[src/rtl/rotate_seq.sv]
// rotate_seq: sequencer for an N-bit serial rotate register.
//
// The block owns the shift register and drives its 2:1 LSB feedback select.
// It loads a word serially (MSB first) or rotates the held word a programmed
// number of positions. Completion is flagged by a one-cycle done pulse.
//
// Optional feature macro: ROT_DIR_EN (adds the dir input; dir=1 rotates right).
//
// Ports:
//   clk      in   system clock, rising edge
//   rst_n    in   asynchronous active-low reset
//   start    in   command strobe, sampled only in IDLE
//   mode     in   0 = serial load, 1 = rotate (sampled with start)
//   amount   in   rotate distance (sampled with start, ignored for load)
//   in       in   serial data, MSB first, one bit per LOAD cycle
//   dir      in   (ROT_DIR_EN only) 0 = rotate left, 1 = rotate right
//   select   out  feedback select: 0 = in, 1 = recirculate
//   data_out out  register contents
//   busy     out  high in LOAD and ROT
//   done     out  one-cycle pulse in DONE
module rotate_seq #(
    parameter int WIDTH = 8,
    parameter int AMT_W = $clog2(WIDTH)
) (
    input  logic             clk,
    input  logic             rst_n,
    input  logic             start,
    input  logic             mode,
    input  logic [AMT_W-1:0] amount,
    input  logic             in,
`ifdef ROT_DIR_EN
    input  logic             dir,
`endif
    output logic             select,
    output logic [WIDTH-1:0] data_out,
    output logic             busy,
    output logic             done
);

    // One extra bit so the counter can hold WIDTH for a full load.
    localparam int CW = $clog2(WIDTH) + 1;

    typedef enum logic [1:0] {
        S_IDLE,
        S_LOAD,
        S_ROT,
        S_DONE
    } state_t;

    state_t           r_state;
    logic [CW-1:0]    r_count;
    logic [WIDTH-1:0] r_data;
    logic             r_select;
    logic             r_busy;
    logic             r_done;
`ifdef ROT_DIR_EN
    logic             r_dir;
`endif

    always_ff @(posedge clk or negedge rst_n) begin
        if (!rst_n) begin
            r_state  <= S_IDLE;
            r_count  <= '0;
            r_data   <= '0;
            r_select <= 1'b0;
            r_busy   <= 1'b0;
            r_done   <= 1'b0;
`ifdef ROT_DIR_EN
            r_dir    <= 1'b0;
`endif
        end else begin
            case (r_state)
                S_IDLE: begin
                    r_done <= 1'b0;
                    if (start) begin
`ifdef ROT_DIR_EN
                        r_dir <= dir;
`endif
                        if (!mode) begin
                            r_count  <= CW'(WIDTH);
                            r_state  <= S_LOAD;
                            r_busy   <= 1'b1;
                            r_select <= 1'b0;
                        end else if (amount != '0) begin
                            r_count  <= {{(CW-AMT_W){1'b0}}, amount};
                            r_state  <= S_ROT;
                            r_busy   <= 1'b1;
                            r_select <= 1'b1;
                        end else begin
                            // Zero-distance rotate completes without touching data.
                            r_state <= S_DONE;
                            r_done  <= 1'b1;
                        end
                    end
                end

                S_LOAD: begin
                    r_data  <= {r_data[WIDTH-2:0], in};
                    r_count <= r_count - 1'b1;
                    if (r_count == CW'(1)) begin
                        r_state <= S_DONE;
                        r_busy  <= 1'b0;
                        r_done  <= 1'b1;
                    end
                end

                S_ROT: begin
`ifdef ROT_DIR_EN
                    if (r_dir)
                        r_data <= {r_data[0], r_data[WIDTH-1:1]};
                    else
                        r_data <= {r_data[WIDTH-2:0], r_data[WIDTH-1]};
`else
                    r_data <= {r_data[WIDTH-2:0], r_data[WIDTH-1]};
`endif
                    r_count <= r_count - 1'b1;
                    if (r_count == CW'(1)) begin
                        r_state  <= S_DONE;
                        r_busy   <= 1'b0;
                        r_select <= 1'b0;
                        r_done   <= 1'b1;
                    end
                end

                S_DONE: begin
                    r_done  <= 1'b0;
                    r_state <= S_IDLE;
                end

                default: begin
                    r_state  <= S_IDLE;
                    r_busy   <= 1'b0;
                    r_select <= 1'b0;
                    r_done   <= 1'b0;
                end
            endcase
        end
    end

    assign select   = r_select;
    assign data_out = r_data;
    assign busy     = r_busy;
    assign done     = r_done;

endmodule
[config.mk]
export PLATFORM = sky130hd
export DESIGN_NAME = rotate_seq
export DESIGN_NICKNAME = d
export VERILOG_FILES = /design/src/rtl/rotate_seq.sv
export SDC_FILE = /design/constraint.sdc
export NUM_CORES = 1
export LEC_CHECK = 0
export BUFFER_PORTS_ARGS = -buffer_cell sky130_fd_sc_hd__buf_4
export CAP_MARGIN = 20
export CORE_MARGIN = 2
export CORE_UTILIZATION = 40
export CTS_BUF_LIST = sky130_fd_sc_hd__clkbuf_4 sky130_fd_sc_hd__clkbuf_8 sky130_fd_sc_hd__clkbuf_16
export DETAILED_ROUTE_END_ITERATION = 8
export GPL_TIMING_DRIVEN = 0
export REMOVE_ABC_BUFFERS = 1
export SLEW_MARGIN = 5
export SYNTH_ARGS = -nofsm -noshare
export SYNTH_HDL_FRONTEND = slang
export SYNTH_SLANG_ARGS = --single-unit
[constraint.sdc]
create_clock -name clk -period 2.9 [get_ports clk]
set_input_delay 0.29 -clock clk [delete_from_list [all_inputs] [get_ports clk]]
set_output_delay 0.29 -clock clk [all_outputs]
set_load 0.01 [all_outputs]
# --- After elaboration in Yosys (flattened, before gate mapping) ---
# Index checks and enable logic that the tools add are counted.
classes:
  n_addsub: 1
  eq_ne: 8
  muxes: 23
  n_reduce_logical: 10
ops:
  columns: ["cell", "count"]
  rows:
  - ["case mux 8 bit (2 select lines)", 1]
  - ["two-way mux 4 bit", 3]
  - ["two-way mux 1 bit", 11]
  - ["case mux 4 bit (2 select lines)", 1]
  - ["AND reduction 4 bit", 2]
  - ["two-way mux 2 bit", 3]
  - ["case mux 2 bit (3 select lines)", 1]
  - ["nonzero test 2 bit", 3]
  - ["== test 2 bit (second input constant)", 2]
  - ["== test 4 x 1 -> 1 bit (second input constant)", 1]
  - ["!= test 2 bit (second input constant)", 2]
  - ["case mux 1 bit (2 select lines)", 2]
  - ["subtractor 4 x 1 -> 4 bit (second input constant)", 1]
  - ["!= test 3 bit (second input constant)", 1]
  - ["case mux 1 bit (3 select lines)", 1]
  - ["AND reduction 3 bit", 1]
  - ["nonzero test 3 bit", 1]
  - ["== test 2 x 1 -> 1 bit (second input constant)", 1]
  - ["logical NOT 2 bit", 1]
  - ["!= test 2 x 1 -> 1 bit (second input constant)", 1]
  - ["AND reduction 2 bit", 1]
  - ["OR reduction 2 bit", 1]
word_totals:
  reg_bits: 17
  input_bits: 8
  out_inout_bits: 11
  elab_cells: 48

# --- Depth between registers and ports, before layout ---
# Gate-level depths: netlist of the first run.
depth:
  word_depth: 5
  mapped_depth: 7
  depth_no_buf: 6

# --- Least setup slack after synthesis of the first run ---
# OpenSTA, ideal clock, no wires.
synth_path:
  path_kind: "reg2reg"
  startpoint: "register r_state[1]"
  endpoint: "register r_data[5], in the netlist data_out[5]"
  setup_ns: 0.125
  arrival_ns: 1.441
  required_ns: 2.775
  slack_ns: 1.334
  stages_incl_launch_ff: 6
  path_buffers: 2
  synth_period_minus_slack_ns: 1.566
  path_cell_list: "dfrtp_1 -> inv_1 -> ha_1 -> buf_2 -> buf_2 -> mux2_2"
synth_between:
  elab_chain_cells: 2
  elab_cells_between_ends: 3
  cone_classes: "2 x eq/ne; 1 x reduce/logical"
synth_lines:
  columns: ["item", "line", "text"]
  rows:
  - ["from (decl)", "50", "state_t r_state;"]
  - ["from (signal assigned)", "62", "r_state <= S_IDLE;"]
  - ["from (signal assigned)", "81", "r_state <= S_LOAD;"]
  - ["from (signal assigned)", "86", "r_state <= S_ROT;"]
  - ["== test 2 bit / == test 2 x 1 -> 1 bit (equally long branches)", "72", "case (r_state)"]
  - ["nonzero test 2 bit (no line) (*)", null, null]
  - ["to (signal assigned)", "98", "r_data <= {r_data[WIDTH-2:0], in};"]
  - ["to (signal assigned)", "114", "r_data <= {r_data[WIDTH-2:0], r_data[WIDTH-1]};"]
  - ["to (decl)", "52", "logic [WIDTH-1:0] r_data;"]
# Every way passes the cells marked *; elsewhere a longest branch is shown, timed or not.
# A chain may end at the register's enable or synchronous reset.

# --- Final worst setup path of the first run ---
layout_path:
  startpoint: "register r_state[1]"
  endpoint: "register r_count[0]"
layout_between:
  elab_chain_cells: 4
  elab_cells_between_ends: 9
  cone_classes: "4 x eq/ne; 1 x mux; 4 x reduce/logical"
layout_lines:
  columns: ["item", "line", "text"]
  rows:
  - ["== test 2 bit / == test 2 x 1 -> 1 bit (equally long branches)", "72", null]
  - ["OR reduction 2 bit (no line)", null, null]
  - ["nonzero test 2 bit (no line)", null, null]
  - ["AND reduction 3 bit (no line)", null, null]
  - ["to (signal assigned)", "80", "r_count <= CW'(WIDTH);"]
  - ["to (signal assigned)", "85", "r_count <= {{(CW-AMT_W){1'b0}}, amount};"]
  - ["to (signal assigned)", "99", "r_count <= r_count - 1'b1;"]
  - ["to (decl)", "51", "logic [CW-1:0] r_count;"]
# Parallel ways exist; a longest one is shown, timed or not.

==> out/metrics.yaml, run 1 <==
outcome: "finished, final reports clean"
synth_cells: 88
die_y_um: 52.5
path_cells: "inv_1 -> ha_1 -> nor2b_1 -> a22o_1 -> a32o_1 -> a21oi_1"
ir_drop_mv: 0.795
ios: 19
worstSetupPathType: "reg2reg"
synth_cell_types: 34
fin_tns_setup_ns: 0
syn_area_sq_um: 941
rsz0062_at_grt: "no"
ant_nets: 0
drive_gt1_frac: 0.343
min_path_type: "in2reg"
hold_buffers: 1
io_buffers: 18
grt_max_degree: 23
grt_pass1_wl_um: 3110
vias: 735
final_area_sq_um: 1130
diodes: 0
drt_iter0_markers: 10
clock_latency_ns: 0.29
cellPowerDensity_nw_per_um2: 1260
cts_made_buffers: 3
syn_area_per_cell_sq_um: 10.7
ff2ff_path_depth: 6
cts-resized-gates: 0
synth_edf_count: 0
cts_tree: "built"
pwr-share-clk: 0.091
synthTopCellsByArea: "dfrtp_1 45%, mux2_2 9.6%, ha_1 6.6%"
p_switching_w: 0.000573
cp_data_arrival_time_ns: 2.19
clkTransAtPathRegs_ns: 0.10
grt_use_total: 0.159
clockRootBuffer: "clkbuf_4"
timing.fmax_mhz: 510
hold_depth: 3
ys_warn_count: 0
pwr-share-comb: 0.586
vias_per_cell: 5.40
start_util: 0.425
maxSlewViolCount: 0
cp_slowest_cell: "ha_1"
finClkSkew_ns: 0.00288
critPathRequiredTime_ns: 3.13
post-route-drc-count: 0
cts_max_level: 1
core_area_sq_um: 2210
r2r_slack_ns: 0.94
crit_family: "adder cells"
hold_viol: 0
layout_min_cycle_time_ns: 1.96
drt_wl_total_um: 1880
ys_ff_latch: 17
critical_path_buf_inv_count: 1
cp_num_cells: 6
fp.dieW_um: 52.5
synth_top_area_cell: "dfrtp_1"
die-area_sq_um: 2760
cp_slowest_stage_delay_ns: 0.74
drtPass1Iterations: 4
grt_pass1_vias: 730
gp_congestion: 0.818
cts_sinks: 17
synthToLayoutAreaGrowth_pct: 20.2
yosysSeqAreaShare: 0.452
p_seq_frac: 0.323
synth-async-reset-ratio: 1.00
whs_ns: 0.290
grt-ovfl-total: 0
yosysTopAreaCellShare: 0.452
leakage_nw: 0.507
worstPathMaxFanout: 22
rows: 17
cts.path.max_buffers: 2
wl_per_cell_um: 13.8
drv_cap: 0
cts_setup_buffers: 0
synth-main-ff-cell: "dfrtp_1"
dp_hpwl_um: 1390
switching_share: 0.403
place_area_sq_um: 1090
layout.nets: 122
final.period_utilization: 0.676
setup_viol: 0
antenna_found_initial: 0
setup.worst_path.start_class: "flop"
p_int_w: 0.000847
relSlewSlack: 0.531
cp-end-kind: "flop"
worst_pin_slew_ns: 0.704
==> cell type report <==
cell class / instances / area (sq um)
clock inverter: 1 / 5.00
fill: 215 / 1080
inverter: 7 / 26.3
tap: 28 / 35.0
multi-input combinational: 61 / 472
clock buffer: 3 / 22.5
sequential: 17 / 425
timing repair buffer: 19 / 145
==> power groups by stage <==
stage	combinational [W]	sequential, W	clock [W]
after global routing	0.000923	0.000481	0.000144
final	0.000832	0.000459	0.000129
after floorplan	0.000565	0.000481	0
after CTS	0.000846	0.000462	0.000134
after global placement	0.000826	0.000462	0
after detailed placement	0.000841	0.000466	0
==> registers in the layout, summed over array words and instances, names as in the netlist <==
signal    cells
busy          1
data_out      8
done          1
r_count       4
r_state       2
select        1
==> metal layers <==
layer | vias up | GRT usage | wire, um
li1 | 359 | - | -
met1 | 350 | 0.196 | 863
met2 | 21 | 0.254 | 865
met3 | 5 | 0.0371 | 112
met4 | 0 | 0.0855 | 37
met5 | - | 0 | 0
==> per-stage QoR <==
stage	total power [W]	utilization	instances	worst slack, ns
2_1_floorplan	0.00105	-	85	1.20
3_3_place_gp	0.00129	0.494	131	0.927
3_5_place_dp	0.00131	0.494	131	0.934
4_1_cts	0.00144	0.511	136	0.913
5_1_grt	0.00155	0.511	136	0.759
6_report	0.00142	0.511	136	0.939
==> cells by family (layout without fill, tap and decap cells) <==
family          count (synthesis)  count (layout)  synth area share
mux                             9               9             0.106
flops                          17              17             0.452
fa+ha+maj                       5               5            0.0665
simple gates                   22              22             0.141
compound gates                 25              25             0.188
buf+inv                        10              30            0.0465
==> worst paths after layout <==
path	startpoint	endpoint
worst max register to register	r_state[1]	r_count[0]
worst min-delay path	start	done
max in group asynchronous	rst_n	select
worst max-delay path	r_state[1]	r_count[0]
min in group asynchronous	rst_n	r_count[2]
worst min register to register	select	select
==> synthesized netlist by cell type (2+ instances only) <==
master / count
dfrtp_1: 17
mux2_2: 8
inv_1: 6
ha_1: 5
nor2_1: 5
a21oi_1: 4
nand2_1: 4
o21ai_0: 4
o21ai_1: 4
nand2b_1: 3
a31oi_1: 2
buf_2: 2
nand3_1: 2
nor3_1: 2
==> placed cells by master, fill, tap and decap left out, types with 4 or more instances in the layout <==
master / count
o21ai_0: 4
ha_1: 5
nor2_1: 5
inv_1: 6
o21ai_1: 4
dfrtp_1: 17
a21oi_1: 4
mux2_2: 8
nand2_1: 4
buf_4: 18
==> worst register-to-register path: stages (launching register included) <==
cell     delay, ns
dfrtp_1       0.40
inv_1         0.07
ha_1          0.74
nor2b_1       0.16
a22o_1        0.21
a32o_1        0.21
a21oi_1       0.11
Note: power is estimated with default switching activity, not from simulation.
==> inputs of run 2 (changes only) <==
==> constraint.sdc (replaced) <==
create_clock -name clk -period 1.7 [get_ports clk]
set_input_delay 0.17 -clock clk [delete_from_list [all_inputs] [get_ports clk]]
set_output_delay 0.17 -clock clk [all_outputs]
set_load 0.01 [all_outputs]
==> run 2 against run 1 <==
Effect of this change:
- non-clock buffer count grew 3
- routed wire length rose by 7.7%
- cell area increased by 4.1%
- power is 83% higher
- largest power group unchanged
- combinational power up 90%
- via count is 2.7% higher
- first-iteration DRC count grew 10%
- sequential share of layout area down 1.4 points
- worst setup slack got worse by 0.87 ns
- clock skew grew 0.0010 ns
- sequential power up 72%
==> out/metrics.yaml, run 2 (synthesized netlist as in run 1, its figures left out) <==
setup_viol: 0  # unchanged
p_seq_frac: 0.305  # was 0.323
rows: 17  # unchanged
drv_cap: 0  # unchanged
layout_common_cells: "21 x buf_4, 16 x dfrtp_1, 8 x mux2_2"  # was 18 x buf_4, 17 x dfrtp_1, 8 x mux2_2
critPathRequiredTime_ns: 1.87  # was 3.13 ns
worstSetupPathType: "reg2reg"  # unchanged
clockRootBuffer: "clkbuf_4"  # unchanged
min_path_type: "in2reg"  # unchanged
finClkSkew_ns: 0.00391  # was 0.00288 ns
grt_pass1_wl_um: 3150  # was 3110 um
cp_data_arrival_time_ns: 1.80  # was 2.19 ns
p_switching_w: 0.00104  # was 0.000573 W
vias_per_cell: 5.43  # was 5.40
pwr-share-clk: 0.085  # was 0.091
ir_drop_mv: 1.17  # was 0.795 mV
relSlewSlack: 0.662  # was 0.531
fill_cells: 213  # was 215
grt-ovfl-total: 0  # unchanged
clkTransAtPathRegs_ns: 0.10  # about the same
drive_gt1_frac: 0.414  # was 0.343
antenna_found_initial: 0  # unchanged
clock_latency_ns: 0.29  # about the same
fin_tns_setup_ns: 0  # unchanged
pre_cts_ws_ns: -0.266  # was 0.934 ns
cellPowerDensity_nw_per_um2: 2200  # was 1260 nW/um^2
cts.path.max_buffers: 2  # unchanged
diodes: 0  # unchanged
final.period_utilization: 0.960  # was 0.676
cp-end-kind: "flop"  # unchanged
ant_nets: 0  # unchanged
worstPathMaxFanout: 4  # was 22
gp_congestion: 0.818  # unchanged
io_buffers: 18  # unchanged
rsz0062_at_grt: "no"  # unchanged
cts_max_level: 1  # unchanged
grt_pass1_vias: 740  # was 730
leakage_nw: 0.518  # was 0.507 nW
die_y_um: 52.5  # unchanged
largest_register_ff_count: 8  # unchanged
drt_wl_total_um: 2020  # was 1880 um
hold_viol: 0  # unchanged
dp_hpwl_um: 1390  # unchanged
worst_pin_slew_ns: 0.503  # was 0.704 ns
die-area_sq_um: 2760  # unchanged
post-route-drc-count: 0  # unchanged
grt_max_degree: 23  # unchanged
drt_iter0_markers: 11  # was 10
grt_use_total: 0.161  # was 0.159
fp.dieW_um: 52.5  # unchanged
timing.fmax_mhz: 613  # was 510 MHz
cts_sinks: 17  # unchanged
vias: 755  # was 735
start_util: 0.425  # unchanged
p_int_w: 0.00156  # was 0.000847 W
cts_tree: "built"  # unchanged
core_area_sq_um: 2210  # unchanged
mostFrequentLayoutCell: "buf_4"  # unchanged
outcome: "finished, final reports clean"  # unchanged
layout_min_cycle_time_ns: 1.63  # was 1.96 ns
drtPass1Iterations: 4  # unchanged
maxSlewViolCount: 0  # unchanged
pwr-share-comb: 0.610  # was 0.586
fin_ws_ns: 0.0688  # was 0.939 ns
setup.worst_path.start_class: "flop"  # unchanged
cts_made_buffers: 3  # unchanged
ios: 19  # unchanged
wl_per_cell_um: 14.6  # was 13.8 um
synthToLayoutAreaGrowth_pct: 25.1  # was 20.2%
layout.nets: 125  # was 122
switching_share: 0.400  # was 0.403
run 2: cell count changes in the layout (fill, tap and decap cells not counted), sizes merged:
cell and change:
buf +3
run 2: area by class of cell:
type | instances | area [sq um] | area share
repair buffers | 22 | 168 | 0.142
multi-input cells | 61 | 494 | 0.420
inverters | 7 | 26.3 | 0.0223
flip-flops and latches | 17 | 427 | 0.362
clock buffers | 3 | 22.5 | 0.0191
clock inverters | 1 | 5.00 | 0.00425
well taps | 28 | 35.0 | 0.0298
run 2: final timing paths:
kind	from	endpoint	slack, ns	cells past startpoint
worst min-delay path	start	done	0.17	3
min in group asynchronous	rst_n	r_count[2]	0.26	2
worst max-delay path	r_count[1]	select	0.07	6
worst min register to register	select	select	0.53	2
max in group asynchronous	rst_n	r_count[0]	1.23	2
worst max register to register	r_count[1]	select	0.07	6
run 2: worst max-delay path, cell delays in order (launching register included):
cell and delay (ns):
dfrtp_1 0.41, inv_2 0.08, ha_1 0.15, or3b_4 0.40, mux2_2 0.28, o21ai_2 0.10, o31ai_1 0.08
run 2: stage by stage:
| step | cell area (sq um) | power [W] | cells | utilization | hold WS [ns] |
|---|---|---|---|---|---|
| after global routing | 1180 | 0.00281 | 139 | 0.532 | 0.180 |
| after global placement | 1090 | 0.00220 | 131 | 0.494 | 0.0500 |
| final | 1180 | 0.00259 | 139 | 0.532 | 0.172 |
| after CTS | 1140 | 0.00252 | 136 | 0.517 | 0.164 |
| after floorplan | 923 | 0.00179 | 85 | - | -0.126 |
| after detailed placement | 1090 | 0.00223 | 131 | 0.494 | 0.0516 |
run 2: routing by layer:
| metal | vias to the layer above | share of wire | routed length [um] | track usage |
|---|---|---|---|---|
| met4 | 0 | 0.018 | 37 | 0.0855 |
| met3 | 5 | 0.060 | 122 | 0.0371 |
| met2 | 25 | 0.48 | 973 | 0.256 |
| met1 | 360 | 0.44 | 890 | 0.200 |
| li1 | 365 | - | - | - |
| met5 | - | 0 | 0 | 0 |
run 2: timing repair:
action,CTS,global route
buffers inserted,0,3
hold buffers,1,0
pin swaps,0,1
resized for setup,2,5
endpoints found under the setup margin,11,5
hold endpoints to repair,17,0
run 2: power groups by stage:
| stage | Combinational [W] | Clock [W] | Sequential [W] |
|---|---|---|---|
| detailed placement | 0.00143 | 0 | 0.000796 |
| finish | 0.00158 | 0.000221 | 0.000791 |
| floorplan | 0.000965 | 0 | 0.000821 |
| global route | 0.00174 | 0.000245 | 0.000828 |
| CTS | 0.00150 | 0.000229 | 0.000788 |
| global placement | 0.00141 | 0 | 0.000788 |
